**config.mk**
```make
export PLATFORM = sky130hd
export DESIGN_NAME = writeback_regfile
export DESIGN_NICKNAME = d
export VERILOG_FILES = /design/src/rtl/writeback_regfile_pkg.sv /design/src/rtl/writeback_regfile_bypass_sel.sv /design/src/rtl/writeback_regfile.sv
export SDC_FILE = /design/constraint.sdc
export NUM_CORES = 2
export LEC_CHECK = 0
export CORE_MARGIN = 4
export CORE_UTILIZATION = 35
export CTS_BUF_LIST = sky130_fd_sc_hd__clkbuf_4 sky130_fd_sc_hd__clkbuf_8
export DETAILED_ROUTE_END_ITERATION = 12
export GPL_ROUTABILITY_DRIVEN = 0
export PLACE_DENSITY = 0.54
export SYNTH_ARGS = -nofsm -noshare
export SYNTH_HDL_FRONTEND = slang
export SYNTH_SLANG_ARGS = --single-unit
```
**constraint.sdc**
```tcl
create_clock -name clk -period 4.05 [get_ports clk]
set_clock_uncertainty 0.15 [all_clocks]
set_input_delay 1.215 -clock clk [delete_from_list [all_inputs] [get_ports clk]]
set_output_delay 1.215 -clock clk [all_outputs]
set_load 0.01 [all_outputs]
```
**src/rtl/writeback_regfile_pkg.sv**
```systemverilog
// Shared constants and types for the register file, so decode, the hazard
// unit and writeback agree on index/data widths and the zero register.
package writeback_regfile_pkg;

    localparam int RF_DATA_W = 32;
    localparam int RF_ADDR_W = 5;
    localparam int REG_ZERO  = 0;
    localparam int NUM_REGS  = 2 ** RF_ADDR_W;

    typedef logic [RF_ADDR_W-1:0] reg_idx_t;
    typedef logic [RF_DATA_W-1:0] data_word_t;

    // Depth of a register file with the given index width.
    function automatic int num_regs(input int addr_w);
        return 2 ** addr_w;
    endfunction

endpackage

```
**src/rtl/writeback_regfile_bypass_sel.sv**
```systemverilog
// Per-port read selector: returns zero for r0 or during reset, the in-flight
// write-back data when it targets this port's index (if bypass is enabled),
// otherwise the stored register value.
module regfile_bypass_sel #(
    parameter int DATA_W = 32,
    parameter int ADDR_W = 5,
    parameter int BYPASS = 1
) (
    input  logic              rst,
    input  logic [ADDR_W-1:0] rd_addr,
    input  logic              wb_en,
    input  logic [ADDR_W-1:0] wb_addr,
    input  logic [DATA_W-1:0] wb_data,
    input  logic [DATA_W-1:0] stored,
    output logic [DATA_W-1:0] rd_data
);

    // Priority: reset, then zero register, then forwarding, then storage.
    // A nonzero rd_addr matching wb_addr implies the write is to a real entry.
    always_comb begin
        rd_data = stored;
        if (rst || (rd_addr == '0)) begin
            rd_data = '0;
        end else if ((BYPASS != 0) && wb_en && (wb_addr == rd_addr)) begin
            rd_data = wb_data;
        end
    end

endmodule

```
**src/rtl/writeback_regfile.sv**
```systemverilog
// 32-entry MIPS-style register file with two combinational read ports
// (optional write-to-read bypass), a registered debug read port, and a
// saturating count of committed writes.
module writeback_regfile
    import writeback_regfile_pkg::*;
#(
    parameter int DATA_W = RF_DATA_W,
    parameter int ADDR_W = RF_ADDR_W,
    parameter int BYPASS = 1,
    parameter int CNT_W  = 32
) (
    input  logic              clk,
    input  logic              rst,
    input  logic [ADDR_W-1:0] rs_addr,
    input  logic [ADDR_W-1:0] rt_addr,
    output logic [DATA_W-1:0] rs_data,
    output logic [DATA_W-1:0] rt_data,
    input  logic              wb_en,
    input  logic [ADDR_W-1:0] wb_addr,
    input  logic [DATA_W-1:0] wb_data,
    input  logic [ADDR_W-1:0] dbg_addr,
    output logic [DATA_W-1:0] dbg_data,
    output logic [CNT_W-1:0]  wr_count
);

    localparam int DEPTH = num_regs(ADDR_W);

    logic [DATA_W-1:0] w_stored [DEPTH];
    logic              w_commit;
    logic [DATA_W-1:0] r_dbg_data;
    logic [CNT_W-1:0]  r_wr_count;

    // A write commits only outside reset and never to the zero register.
    assign w_commit = !rst && wb_en && (wb_addr != ADDR_W'(REG_ZERO));

    // Entry 0 has no storage; it is a constant zero.
    assign w_stored[0] = '0;

    // Entries are flops rather than RAM so that reset clears every one.
    generate
        for (genvar gi = 1; gi < DEPTH; gi++) begin : g_entry
            logic [DATA_W-1:0] r_entry;

            // Clear on reset, load on a committed write addressed here.
            always_ff @(posedge clk) begin
                if (rst) begin
                    r_entry <= '0;
                end else if (w_commit && (wb_addr == ADDR_W'(gi))) begin
                    r_entry <= wb_data;
                end
            end

            assign w_stored[gi] = r_entry;
        end
    endgenerate

    // Debug read samples the pre-write stored value; no forwarding.
    always_ff @(posedge clk) begin
        if (rst) begin
            r_dbg_data <= '0;
        end else begin
            r_dbg_data <= w_stored[dbg_addr];
        end
    end

    // Count committed writes, holding at all-ones.
    always_ff @(posedge clk) begin
        if (rst) begin
            r_wr_count <= '0;
        end else if (w_commit && (r_wr_count != '1)) begin
            r_wr_count <= r_wr_count + CNT_W'(1);
        end
    end

    assign dbg_data = r_dbg_data;
    assign wr_count = r_wr_count;

    regfile_bypass_sel #(
        .DATA_W (DATA_W),
        .ADDR_W (ADDR_W),
        .BYPASS (BYPASS)
    ) u_sel_rs (
        .rst     (rst),
        .rd_addr (rs_addr),
        .wb_en   (wb_en),
        .wb_addr (wb_addr),
        .wb_data (wb_data),
        .stored  (w_stored[rs_addr]),
        .rd_data (rs_data)
    );

    regfile_bypass_sel #(
        .DATA_W (DATA_W),
        .ADDR_W (ADDR_W),
        .BYPASS (BYPASS)
    ) u_sel_rt (
        .rst     (rst),
        .rd_addr (rt_addr),
        .wb_en   (wb_en),
        .wb_addr (wb_addr),
        .wb_data (wb_data),
        .stored  (w_stored[rt_addr]),
        .rd_data (rt_data)
    );

endmodule

```
==> results.sh <==
export IMPL_synth_nets=6644
export IMPL_peakVddDrop_mv=0.291
export IMPL_syn_avg_cell_area_um2=9.25
export IMPL_clockBufferDepth=3
export IMPL_final_max_slew_violation_count=0
export IMPL_postSynthCellCount=6588
export IMPL_ant_nets=0
export IMPL_die_area_um2=181000
export IMPL_ios=183
export IMPL_yosysUniqueCellTypes=65
export IMPL_maxSlewHeadroom_pct=15.1
export IMPL_grt_ovfl_total=0
export IMPL_worstReg2RegStart="wr_count[19]"
export IMPL_p_leak_nw=27.0
export IMPL_rrSetupSlack_ns=1.46
export IMPL_hold_ws_ns=0.318
export IMPL_max_cap_violations=0
export IMPL_htree_levels=4
export IMPL_cts_hold_buf=0
export IMPL_grt_max_degree=185
export IMPL_antenna_found_initial=5
export IMPL_dr_pass1_iters=6
export IMPL_power_density_nw_per_um2=313
export IMPL_area_growth_pct=30.4
export IMPL_fin_ws_ns=-0.704
export IMPL_hold_violations=0
export IMPL_drtIter0Drc=8462
export IMPL_synthesis_area_um2=60900
export IMPL_place_hpwl_um=199000
export IMPL_initial_core_util_pct=35.4
export IMPL_ys_ff_latch=1056
export IMPL_yosysTopAreaCell="dfxtp_1"
export IMPL_finalWirelength_um=312000
export IMPL_critPathMaxFanout=8
export IMPL_p_switching_mw=7.07
export IMPL_layout_nets=7154
export IMPL_clkPwrFrac_pct=43.9
export IMPL_cp_required_ns=2.68
export IMPL_core_um2=172000
export IMPL_status="finished with violations"
export IMPL_drive_above_1_share_pct=34.0
export IMPL_port_buffers=182
export IMPL_clock_latency_ns=1.00
export IMPL_arrival_ns=3.39
export IMPL_min_to="wr_count[18]"
export IMPL_clkTransAtPathRegs_ns=0.06
export IMPL_ys_flop_type="dfxtp_1"
export IMPL_die_w_um=425
export IMPL_worst_pin_slew_ns=1.27
export IMPL_switching_share_pct=28.4
export IMPL_yosysTopAreaCellShare_pct=34.7
export IMPL_ys_seq_area_share_pct=34.7
export IMPL_holdPathStages=2
export IMPL_hold_start="wr_count[18]"
export IMPL_synth_most_common_cell="nand2_1"
export IMPL_drc=0
export IMPL_viasPerCell=6.32
export IMPL_cts_buffers=186
export IMPL_finalPower_mw=24.9
export IMPL_cts_root_buf="clkbuf_8"
export IMPL_async_flop_share_pct=0
export IMPL_grt_pass1_vias=57300
export IMPL_min_period_ns=4.75
export IMPL_clock_sinks=1056
export IMPL_min_path_type="reg2reg"
export IMPL_timing_fmax_mhz=210
export IMPL_grt_first_pass_wirelength_um=436000
export IMPL_rows=152
export IMPL_synth_common_cells="nand2_1, dfxtp_1, a21oi_1, mux4_2, clkbuf_1"
export IMPL_violations="negative setup slack"
export IMPL_pwr_share_seq_pct=42.1
export IMPL_rr_endpoint="wr_count[1]"
export IMPL_cellInternalPower_mw=17.8
export IMPL_cp_start_kind="input pin"
export IMPL_cp_end_kind="output port"
export IMPL_period_share_pct=117
export IMPL_wl_per_cell_um=32.6
export IMPL_finalSetupViolCount=64
export IMPL_grt_setup_unrepaired="yes"
export IMPL_die_height_um=425
export IMPL_grtUsageTotal_pct=33.5
export IMPL_yosys_top_cells_area="dfxtp_1, mux4_2, nand2_1, a21oi_1, clkbuf_1"
export IMPL_vias=60400
export IMPL_cts_tree="built"
export IMPL_synth_edf_count=0
export IMPL_p_comb_share_pct=14.0
export IMPL_yosysWarnings=0
export IMPL_critPathKind="in2out"
export IMPL_reg2reg_depth=5
-- placed cells by master, fill, tap and decap left out, types with 14 or more instances in the layout --
cell type and count:
mux2i_1 63, clkinv_2 21, a22oi_1 15, o221ai_2 16, nor2_4 32, dfxtp_1 1056, nand3_1 34, nand2_1 2068
buf_12 232, nand2_2 34, nor2_1 54, or3_1 14, a22o_1 98, a221oi_1 39, mux4_2 723, nor2b_1 34
buf_6 124, o22ai_1 21, a211oi_2 17, a21oi_1 1018, a221oi_2 23, clkdlybuf4s50_1 97, nand2b_1 27, buf_4 485
mux2_2 92, buf_8 33, buf_2 29, a22oi_2 23, clkbuf_4 56, clkbuf_8 244, nand3_2 18, o21ai_0 15
buf_16 34, a32o_2 20
-- cell type report --
class	count	area (µm²)
Multi-Input combinational cell	4795	38800
Clock inverter	37	279
Clock buffer	300	3780
Inverter	9	37.5
Sequential cell	1056	21100
Timing Repair Buffer	1050	12500
Fill cell	16100	92800
Tap cell	2310	2890
Antenna cell	7	17.5
-- routing by layer --
layer | vias to the layer above | global-route usage (%) | part of all wire [%]
met5 | - | 0.376 | 0
li1 | 24900 | - | -
met4 | 0 | 27.0 | 10
met2 | 4466 | 49.1 | 43
met1 | 29700 | 40.2 | 35
met3 | 1367 | 10.9 | 13
-- worst max-delay path by stage --
stage               startpoint           to  slack (ns)  cells after the start
floorplan           rt_addr[0]  rt_data[15]       -0.11                      6
global placement    rs_addr[0]  rs_data[28]       -1.74                      9
detailed placement  rt_addr[4]   rt_data[7]       -1.59                      9
CTS                 rt_addr[0]   rt_data[0]       -0.70                      8
global route        rs_addr[0]   rs_data[2]       -0.69                     11
finish              rt_addr[0]   rt_data[7]       -0.70                     10
-- through the flow --
stage / setup slack [ns] / cells / setup TNS [ns] / utilization (%) / cell area (µm²)
2_1_floorplan: -0.109 / 6588 / -2.48 / - / 61800
3_3_place_gp: -1.74 / 9029 / -87.89 / 41.1 / 70800
3_5_place_dp: -1.59 / 9029 / -91.96 / 41.1 / 70800
4_1_cts: -0.705 / 9512 / -35.61 / 45.3 / 78100
5_1_grt: -0.688 / 9560 / -36.80 / 46.1 / 79500
6_report: -0.704 / 9564 / -35.66 / 46.1 / 79500
-- worst max-delay path, cell delays in order --
cell	delay [ns]
buf_16	0.14
buf_12	0.16
buf_12	0.12
buf_12	0.12
mux4_2	0.36
a22o_1	0.15
a211oi_1	0.05
or4_4	0.53
a21oi_4	0.35
buf_6	0.16
-- kinds of logic (layout without fill, tap and decap cells) --
| group | after synthesis | in the layout | synth area share, % |
|---|---|---|---|
| buf+inv | 737 | 1396 | 5.34 |
| other cells | 0 | 7 | 0 |
| compound gates | 1457 | 1457 | 14.2 |
| flops | 1056 | 1056 | 34.7 |
| mux | 890 | 890 | 29.7 |
| simple gates | 2436 | 2436 | 15.9 |
| fa+ha+maj | 1 | 1 | 0.0205 |
| xor+xnor | 11 | 11 | 0.158 |
-- power by group through the flow --
stage,sequential (mW),combinational (mW),clock [mW]
3_3_place_gp,10.7,2.87,0
5_1_grt,10.5,3.54,11.5
3_5_place_dp,10.7,2.87,0
6_report,10.5,3.49,10.9
4_1_cts,10.5,3.26,11.0
2_1_floorplan,10.7,1.51,0
-- sequential cells by signal, summed over array words and instances (netlist names) --
| signal | cells |
|---|---|
| wr_count | 32 |
| g_entry.r_entry | 992 |
| dbg_data | 32 |
-- what timing repair did --
| item | 4_1_cts | 5_1_grt |
|---|---|---|
| setup endpoints to repair | 64 | 64 |
| pin swaps | 99 | 121 |
| cloned | 19 | 7 |
| setup buffers | 139 | 60 |
| gates resized for setup | 638 | 195 |
Note: power is estimated with default switching activity, not from simulation.
